**config.mk**
```make
export PLATFORM = sky130hd
export DESIGN_NAME = trng_multi_collector_flat
export DESIGN_NICKNAME = d
export VERILOG_FILES = /design/src/rtl/trng_multi_collector_if.sv /design/src/rtl/trng_multi_collector.sv /design/src/flat_wrapper.sv
export SDC_FILE = /design/constraint.sdc
export NUM_CORES = 1
export LEC_CHECK = 0
export BUFFER_PORTS_ARGS = -buffer_cell sky130_fd_sc_hd__buf_2
export CORE_AREA = 2 2 212 214
export DETAILED_ROUTE_END_ITERATION = 7
export DIE_AREA = 0 0 214 216
export PLACE_DENSITY_LB_ADDON = 0.08
export SLEW_MARGIN = 15
export SYNTH_ARGS = -nofsm -noshare
export SYNTH_HDL_FRONTEND = slang
export SYNTH_SLANG_ARGS = --single-unit
```
**constraint.sdc**
```tcl
create_clock -name clk -period 4.15 [get_ports clk]
set_input_delay 0.415 -clock clk [delete_from_list [all_inputs] [get_ports clk]]
set_output_delay 0.415 -clock clk [all_outputs]
set_load 0.02 [all_outputs]
```
**src/rtl/trng_multi_collector_if.sv**
```systemverilog
// rtl/trng_multi_collector_if.sv - read-side bundle between the entropy collector and its consumer
//
// Purpose : groups the pop request and the FIFO head/status signals.
// Signals : rd_req  - pop request (CPU strobe or button)
//           rd_data - FIFO head word, valid while !empty
//           empty   - FIFO empty
//           full    - FIFO full
//           count   - FIFO occupancy, $clog2(DEPTH)+1 bits
// Modports: master - consumer side (drives rd_req)
//           slave  - collector side (drives data and status)
interface trng_multi_collector_if #(
    parameter int WIDTH = 32,
    parameter int DEPTH = 16
) ();
    logic                     rd_req;
    logic [WIDTH-1:0]         rd_data;
    logic                     empty;
    logic                     full;
    logic [$clog2(DEPTH):0]   count;

    modport master (output rd_req, input rd_data, input empty, input full, input count);
    modport slave  (input rd_req, output rd_data, output empty, output full, output count);
endinterface

```
**src/rtl/trng_multi_collector.sv**
```systemverilog
// rtl/trng_multi_collector.sv - multi-channel TRNG collector with round-robin arbiter and FWFT FIFO
//
// Purpose : collects words from NUM_CH entropy sources through 1-entry holding
//           registers and a round-robin arbiter into one FWFT FIFO, with drop
//           accounting and an optional per-channel repetition health test.
// Ports   : clk         - clock
//           rst         - synchronous active-high reset
//           ch_data     - NUM_CH*WIDTH source words, channel i at [i*WIDTH +: WIDTH]
//           ch_valid    - per-channel one-cycle word strobe, no backpressure
//           rd_if       - slave modport: rd_req in; rd_data/empty/full/count out
//           drop_flag   - sticky, set when any word is lost
//           drop_cnt    - saturating count of cycles that lost at least one word
//           health_fail - sticky per-channel repetition failure
// Options : define TRNG_REPCOUNT_EN to build the repetition health test;
//           otherwise health_fail is tied to zero.
module trng_multi_collector #(
    parameter int WIDTH     = 32,
    parameter int NUM_CH    = 2,
    parameter int DEPTH     = 16,
    parameter int POP_EDGE  = 0,
    parameter int REP_LIMIT = 3
) (
    input  logic                     clk,
    input  logic                     rst,
    input  logic [NUM_CH*WIDTH-1:0]  ch_data,
    input  logic [NUM_CH-1:0]        ch_valid,
    trng_multi_collector_if.slave    rd_if,
    output logic                     drop_flag,
    output logic [15:0]              drop_cnt,
    output logic [NUM_CH-1:0]        health_fail
);

    localparam int PTR_W = $clog2(DEPTH);
    localparam int CNT_W = $clog2(DEPTH) + 1;
    localparam int CH_W  = (NUM_CH > 1) ? $clog2(NUM_CH) : 1;

    // holding registers
    logic [WIDTH-1:0]  hold_data_q [NUM_CH];
    logic [WIDTH-1:0]  hold_data_d [NUM_CH];
    logic [NUM_CH-1:0] hold_v_q, hold_v_d;
    logic [NUM_CH-1:0] load_vec;
    logic [NUM_CH-1:0] eligible;
    logic              drop_any;

    // arbiter
    logic [CH_W-1:0]   last_grant_q, last_grant_d;
    logic              grant_v;
    logic [CH_W-1:0]   grant_idx;
    logic [NUM_CH-1:0] grant_vec;
    int                rr_idx;

    // FIFO
    logic [WIDTH-1:0]  mem_q [DEPTH];
    logic [WIDTH-1:0]  mem_d [DEPTH];
    logic [PTR_W-1:0]  wr_ptr_q, wr_ptr_d;
    logic [PTR_W-1:0]  rd_ptr_q, rd_ptr_d;
    logic [CNT_W-1:0]  count_q, count_d;
    logic              full_w, empty_w;
    logic              push, pop_req, do_pop;

    // pop synchroniser and drop accounting
    logic              s1_q, s1_d, s2_q, s2_d, prev_q, prev_d;
    logic              drop_flag_q, drop_flag_d;
    logic [15:0]       drop_cnt_q, drop_cnt_d;

    assign full_w  = (count_q == CNT_W'(DEPTH));
    assign empty_w = (count_q == '0);

    // Round-robin search starting one past the last grant; no grant while full
    // even if a pop happens this cycle, so a held word waits one extra cycle.
    always_comb begin
        grant_v   = 1'b0;
        grant_idx = '0;
        rr_idx    = 0;
        if (!full_w) begin
            for (int k = 0; k < NUM_CH; k++) begin
                rr_idx = int'(last_grant_q) + 1 + k;
                if (rr_idx >= NUM_CH) rr_idx = rr_idx - NUM_CH;
                if (rr_idx >= NUM_CH) rr_idx = rr_idx - NUM_CH;
                if (!grant_v && hold_v_q[rr_idx]) begin
                    grant_v   = 1'b1;
                    grant_idx = CH_W'(rr_idx);
                end
            end
        end
        for (int i = 0; i < NUM_CH; i++) begin
            grant_vec[i] = grant_v && (grant_idx == CH_W'(i));
        end
    end

    // Edge mode pops on the rising edge of the synchronised request only.
    assign pop_req = (POP_EDGE != 0) ? (s2_q && !prev_q) : rd_if.rd_req;
    assign do_pop  = pop_req && !empty_w;
    assign push    = grant_v;

    always_comb begin
        hold_data_d  = hold_data_q;
        hold_v_d     = hold_v_q;
        load_vec     = '0;
        drop_any     = 1'b0;
        mem_d        = mem_q;
        wr_ptr_d     = wr_ptr_q;
        rd_ptr_d     = rd_ptr_q;
        count_d      = count_q;
        last_grant_d = last_grant_q;
        drop_flag_d  = drop_flag_q;
        drop_cnt_d   = drop_cnt_q;
        s1_d         = rd_if.rd_req;
        s2_d         = s1_q;
        prev_d       = s2_q;

        for (int i = 0; i < NUM_CH; i++) begin
            if (grant_vec[i]) hold_v_d[i] = 1'b0;
            if (ch_valid[i] && eligible[i]) begin
                // A hold being granted this cycle is free to take the new word.
                if (!hold_v_q[i] || grant_vec[i]) begin
                    hold_data_d[i] = ch_data[i*WIDTH +: WIDTH];
                    hold_v_d[i]    = 1'b1;
                    load_vec[i]    = 1'b1;
                end else begin
                    drop_any = 1'b1;
                end
            end
        end

        if (drop_any) begin
            drop_flag_d = 1'b1;
            if (drop_cnt_q != 16'hFFFF) drop_cnt_d = drop_cnt_q + 16'd1;
        end

        if (push) begin
            mem_d[wr_ptr_q] = hold_data_q[grant_idx];
            wr_ptr_d        = wr_ptr_q + PTR_W'(1);
            last_grant_d    = grant_idx;
        end
        if (do_pop) rd_ptr_d = rd_ptr_q + PTR_W'(1);

        case ({push, do_pop})
            2'b10:   count_d = count_q + CNT_W'(1);
            2'b01:   count_d = count_q - CNT_W'(1);
            default: count_d = count_q;
        endcase
    end

    always_ff @(posedge clk) begin
        if (rst) begin
            for (int i = 0; i < NUM_CH; i++) hold_data_q[i] <= '0;
            hold_v_q     <= '0;
            last_grant_q <= CH_W'(NUM_CH - 1);
            wr_ptr_q     <= '0;
            rd_ptr_q     <= '0;
            count_q      <= '0;
            drop_flag_q  <= 1'b0;
            drop_cnt_q   <= '0;
            s1_q         <= 1'b0;
            s2_q         <= 1'b0;
            prev_q       <= 1'b0;
        end else begin
            hold_data_q  <= hold_data_d;
            hold_v_q     <= hold_v_d;
            last_grant_q <= last_grant_d;
            wr_ptr_q     <= wr_ptr_d;
            rd_ptr_q     <= rd_ptr_d;
            count_q      <= count_d;
            drop_flag_q  <= drop_flag_d;
            drop_cnt_q   <= drop_cnt_d;
            s1_q         <= s1_d;
            s2_q         <= s2_d;
            prev_q       <= prev_d;
        end
    end

    // Storage needs no reset: rd_data is masked while empty.
    always_ff @(posedge clk) begin
        mem_q <= mem_d;
    end

`ifdef TRNG_REPCOUNT_EN
    localparam int REP_W = $clog2(REP_LIMIT) + 1;

    logic [WIDTH-1:0]  rep_last_q [NUM_CH];
    logic [WIDTH-1:0]  rep_last_d [NUM_CH];
    logic [REP_W-1:0]  rep_cnt_q  [NUM_CH];
    logic [REP_W-1:0]  rep_cnt_d  [NUM_CH];
    logic [NUM_CH-1:0] rep_v_q, rep_v_d;
    logic [NUM_CH-1:0] health_fail_q, health_fail_d;

    // Compares each word accepted into the hold against the previous accepted
    // word; rep_v_q keeps the very first word from matching the reset value.
    always_comb begin
        rep_last_d    = rep_last_q;
        rep_cnt_d     = rep_cnt_q;
        rep_v_d       = rep_v_q;
        health_fail_d = health_fail_q;
        for (int i = 0; i < NUM_CH; i++) begin
            if (load_vec[i]) begin
                if (rep_v_q[i] && (ch_data[i*WIDTH +: WIDTH] == rep_last_q[i])) begin
                    if (rep_cnt_q[i] != REP_W'(REP_LIMIT - 1))
                        rep_cnt_d[i] = rep_cnt_q[i] + REP_W'(1);
                end else begin
                    rep_cnt_d[i] = '0;
                end
                rep_last_d[i] = ch_data[i*WIDTH +: WIDTH];
                rep_v_d[i]    = 1'b1;
                if (rep_cnt_d[i] == REP_W'(REP_LIMIT - 1)) health_fail_d[i] = 1'b1;
            end
        end
    end

    always_ff @(posedge clk) begin
        if (rst) begin
            for (int i = 0; i < NUM_CH; i++) begin
                rep_last_q[i] <= '0;
                rep_cnt_q[i]  <= '0;
            end
            rep_v_q       <= '0;
            health_fail_q <= '0;
        end else begin
            rep_last_q    <= rep_last_d;
            rep_cnt_q     <= rep_cnt_d;
            rep_v_q       <= rep_v_d;
            health_fail_q <= health_fail_d;
        end
    end

    assign eligible    = ~health_fail_q;
    assign health_fail = health_fail_q;
`else
    assign eligible    = '1;
    assign health_fail = '0;
`endif

    assign rd_if.rd_data = empty_w ? '0 : mem_q[rd_ptr_q];
    assign rd_if.empty   = empty_w;
    assign rd_if.full    = full_w;
    assign rd_if.count   = count_q;
    assign drop_flag     = drop_flag_q;
    assign drop_cnt      = drop_cnt_q;

endmodule

```
**src/flat_wrapper.sv**
```systemverilog
// flat-port wrapper written by rule: the top's interface ports become plain ports
module trng_multi_collector_flat 
#(
    parameter int WIDTH     = 32,
    parameter int NUM_CH    = 2,
    parameter int DEPTH     = 16,
    parameter int POP_EDGE  = 0,
    parameter int REP_LIMIT = 3
)
  (clk, rst, ch_data, ch_valid, drop_flag, drop_cnt, health_fail, rd_if_rd_req, rd_if_rd_data, rd_if_empty, rd_if_full, rd_if_count);
  trng_multi_collector_if #(.WIDTH(WIDTH), .DEPTH(DEPTH)) rd_if_i ();
  input  logic clk;
  input  logic rst;
  input  logic [NUM_CH*WIDTH-1:0] ch_data;
  input  logic [NUM_CH-1:0] ch_valid;
  output logic drop_flag;
  output logic [15:0] drop_cnt;
  output logic [NUM_CH-1:0] health_fail;
  input wire logic [$bits(rd_if_i.rd_req)-1:0] rd_if_rd_req;
  output wire logic [$bits(rd_if_i.rd_data)-1:0] rd_if_rd_data;
  output wire logic [$bits(rd_if_i.empty)-1:0] rd_if_empty;
  output wire logic [$bits(rd_if_i.full)-1:0] rd_if_full;
  output wire logic [$bits(rd_if_i.count)-1:0] rd_if_count;
  assign rd_if_i.rd_req = rd_if_rd_req;
  assign rd_if_rd_data = rd_if_i.rd_data;
  assign rd_if_empty = rd_if_i.empty;
  assign rd_if_full = rd_if_i.full;
  assign rd_if_count = rd_if_i.count;
  trng_multi_collector #(.WIDTH(WIDTH), .NUM_CH(NUM_CH), .DEPTH(DEPTH), .POP_EDGE(POP_EDGE), .REP_LIMIT(REP_LIMIT)) u_core (.clk(clk), .rst(rst), .ch_data(ch_data), .ch_valid(ch_valid), .rd_if(rd_if_i), .drop_flag(drop_flag), .drop_cnt(drop_cnt), .health_fail(health_fail));
endmodule
```
==> results.md <==
* Status: completed
* HPWL after DPL at about 30 mm
* Unique cell type count in the Yosys netlist at 46
* Worst-path clk slew at around 0.060 ns
* Hold Path Class: input pin to register
* RSZ-0062 raised after global routing: no
* Post-route DRC at 0
* Largest net degree at the start of global routing at around 100
* Critical Path Start Type: register
* Area leader, netlist: edfxtp_1
* Syn Area/Cell at ~19 um^2
* Final Setup Violations at 0
* Fmax at about 290 MHz
* Design area at 27500 um^2
* Area grow syn2layout at 15.4%
* CTS H-tree lvls at 2
* Tcrit/Tclk final at between 80% and 90%
* Comb pwr share at 21.2%
* Actual slew at the worst max-slew pin at approximately 1.0 ns
* Hold buffer count at cts at 3
* Max-cap violations at 0
* Fill cells at between 3000 and 4000
* Synth area leaders: edfxtp_1 (65%), mux4_2 (15%), dfxtp_1 (8.2%)
* Footprint of the multi-input gates at 6280 um^2
* Relative slew slack at roughly 33%
* Clock skew at about 0.025 ns
* Switching Share at 26.7%
* Drt pass-1 iters at 7
* Setup total negative slack at 0 ns
* CTS max path bufs at 3
* Post-synth top cells: edfxtp_1 (512), mux4_2 (160), dfxtp_1 (97), nand2_1 (78), nor2_1 (63)
* Final wirelength at just over 50 mm
* Antenna cells at 0
* Endpoint class of the critical path: output pin
* Yosys top cell area share at 64.5%
* TritonCTS Buffers at 60
* DR iter-0 viols at 918
* CTS root buf: clkbuf_16
* Max FO, Critical Path at 40
* Post-synth EDFFs at between 500 and 600
* Share of cells above drive strength 1 at approximately a third
* Crit path kind: register to output pin
* Int Pwr at between 10 and 15 mW
* PortBufs at 124
* Std-Cell Core Area at 43800 um^2
* Seq pwr share at between 40 and 50%
* Placement Setup Slack at roughly 1.1 ns
* Most frequent CP cell: mux4_2
* Number of global-route vias before repair at around 13000
* Initial antenna violation count at 1
* Vias post-DR at 12100
* Grt ovf at 0
* Count of pins over their slew limit at 0
* Clock Power Share at about a third
* Sequential share of the synthesized area at about 73%
* Final ANT Viol Nets at 0
* Post-DR wirelength/cell at 24.8 um
* Initial Util at a little over half
* NetSw at between 4 and 5 mW
* CP max stage cell: dfxtp_4
* Vias per cell at between 5 and 6
* CP Cell Sequence: buf_12 -> mux4_2 -> mux4_2 -> nor2b_1 -> buf_2
* Slowest cell delay on critical path at 0.63 ns
* Die width at ~210 um
* GR Util All Layers at 22.5%
* FP Rows at 77
* Post-Syn Area at between 20000 and 25000 um^2
* Pwr Total at 16.0 mW
* Mapped Cells at 1257
* CTS tree: yes
* Post-synthesis async set-or-reset flop share at 0%
* Skew-Pair Late Insertion Delay at 0.61 ns
* GP Congestion at around 0.75
* Final Critical Period at about 3.5 ns
* Synth Warn # at 0
* Die Ht at about 220 um
* Storage cell area at 17300 um^2
* Synth Register Bits at between 600 and 700
* Worst Slack Setup Final at a little under 0.7 ns
* First-pass GRT wire length at 77.3 mm
* VDD IR-drop max at ~340 uV
* Setup slack, reg-to-reg at around 1.1 ns
* CTS resizes at 0
* CTS sink count at about 600
* Final hold violation count at 0
* Arrival time of the worst setup path at a little over 3 ns
* Leak pwr at 9.17 nW
* I/O pin count at 127
* Post-DP Area at roughly 25000 um^2
* PwrDens at 583 nW/um^2
* Layout Nets at approximately 1500
* Required @ worst endpoint at approximately 3.7 ns
* Top-count cell post-synth: edfxtp_1
* Commonest register cell after synthesis: edfxtp_1
* Full die area at around 46000 um^2
* Post-CTS Setup Bufs at 0
[state kept, by name, summed over array words and instances (netlist names)]
register and count:
u_core.wr_ptr_q 4, u_core.drop_flag 1, u_core.mem_q 512, u_core.hold_data_q 64, u_core.rd_ptr_q 4, u_core.rd_if.count 5, u_core.last_grant_q 1, u_core.hold_v_q 2
u_core.drop_cnt 16
[metal layers]
| metal | vias to the layer above | global-route usage, % | wire [um] |
|---|---|---|---|
| li1 | 5317 | - | - |
| met1 | 6386 | 31.1 | 21600 |
| met2 | 298 | 38.0 | 25800 |
| met3 | 78 | 3.41 | 2380 |
| met4 | 0 | 5.83 | 1070 |
| met5 | - | 0 | 0 |
[critical path, delay by kind of cell (launching register included)]
family | cells | cell delay [ns]
AND/OR/NAND/NOR | 1 | 0.16
flip-flops | 1 | 0.63
buffers and inverters | 2 | 0.56
multiplexers | 2 | 1.05
[metrics by stage]
| stage | cells | hold WS (ns) | util [%] |
|---|---|---|---|
| floorplan | 1258 | 0.434 | - |
| global placement | 1936 | 0.430 | 58.0 |
| detailed placement | 1936 | 0.443 | 58.0 |
| CTS | 2053 | 0.000515 | 62.7 |
| global route | 2053 | 0.0133 | 62.7 |
| finish | 2053 | 0.0346 | 62.7 |
[final timing paths]
check                                     start                             endpoint  cells after the start
max             u_core.rd_ptr_q[0]$_SDFFE_PP0P_                    rd_if_rd_data[11]                      5
min                                 ch_data[25]  u_core.hold_data_q[57]$_SDFFE_PP0P_                      3
max reg2reg  u_core.rd_if.count[1]$_SDFFE_PP0P_   u_core.rd_if.count[4]$_SDFFE_PP0P_                     11
min reg2reg       u_core.drop_flag$_SDFFE_PP0P_        u_core.drop_flag$_SDFFE_PP0P_                      2
[cells by family (layout without fill, tap and decap cells)]
family                     Yosys count  after routing  share of synthesized area [%]
muxes                              231            231                           18.3
xor gates and xnor gates            10             10                          0.368
adders and majority gates            9              9                          0.473
other                                1              2                         0.0157
buffers and inverters               87            290                           1.54
AOI/OAI and AO/OA                   81             81                           1.99
DFF                                609            609                           72.7
and+or+nand+nor                    229            229                           4.62
[area by class of cell]
cell class,instances,area share [%]
clock inverters,22,0.810
repair buffers,163,3.83
inverters,13,0.178
clock buffers,92,6.61
flip-flops and latches,609,63.0
multi-input cells,562,22.8
well taps,592,2.69
[cells in the final DEF (no fill, tap or decap), types with 6 or more instances in the layout]
cell type	instances
a21oi_1	51
buf_12	10
buf_2	123
buf_4	26
clkbuf_1	17
clkbuf_16	64
clkbuf_8	11
clkinv_2	8
dfxtp_1	93
edfxtp_1	512
ha_1	9
inv_1	13
mux2_2	36
mux2i_1	35
mux4_2	160
nand2_1	77
nand3_1	7
nand4_1	7
nor2_1	51
nor2_4	12
nor2b_1	38
o21ai_0	6
o31ai_1	8
or4_1	8
xor2_1	7
[power by group through the flow]
stage / clock network [mW] / logic, mW / registers, mW
6_report: 5.49 / 3.40 / 7.15
5_1_grt: 5.85 / 3.65 / 7.18
4_1_cts: 5.60 / 3.48 / 7.15
3_5_place_dp: 0 / 3.46 / 7.28
3_3_place_gp: 0 / 3.43 / 7.27
2_1_floorplan: 0 / 2.43 / 7.21
Note: power is estimated with default switching activity, not from simulation.
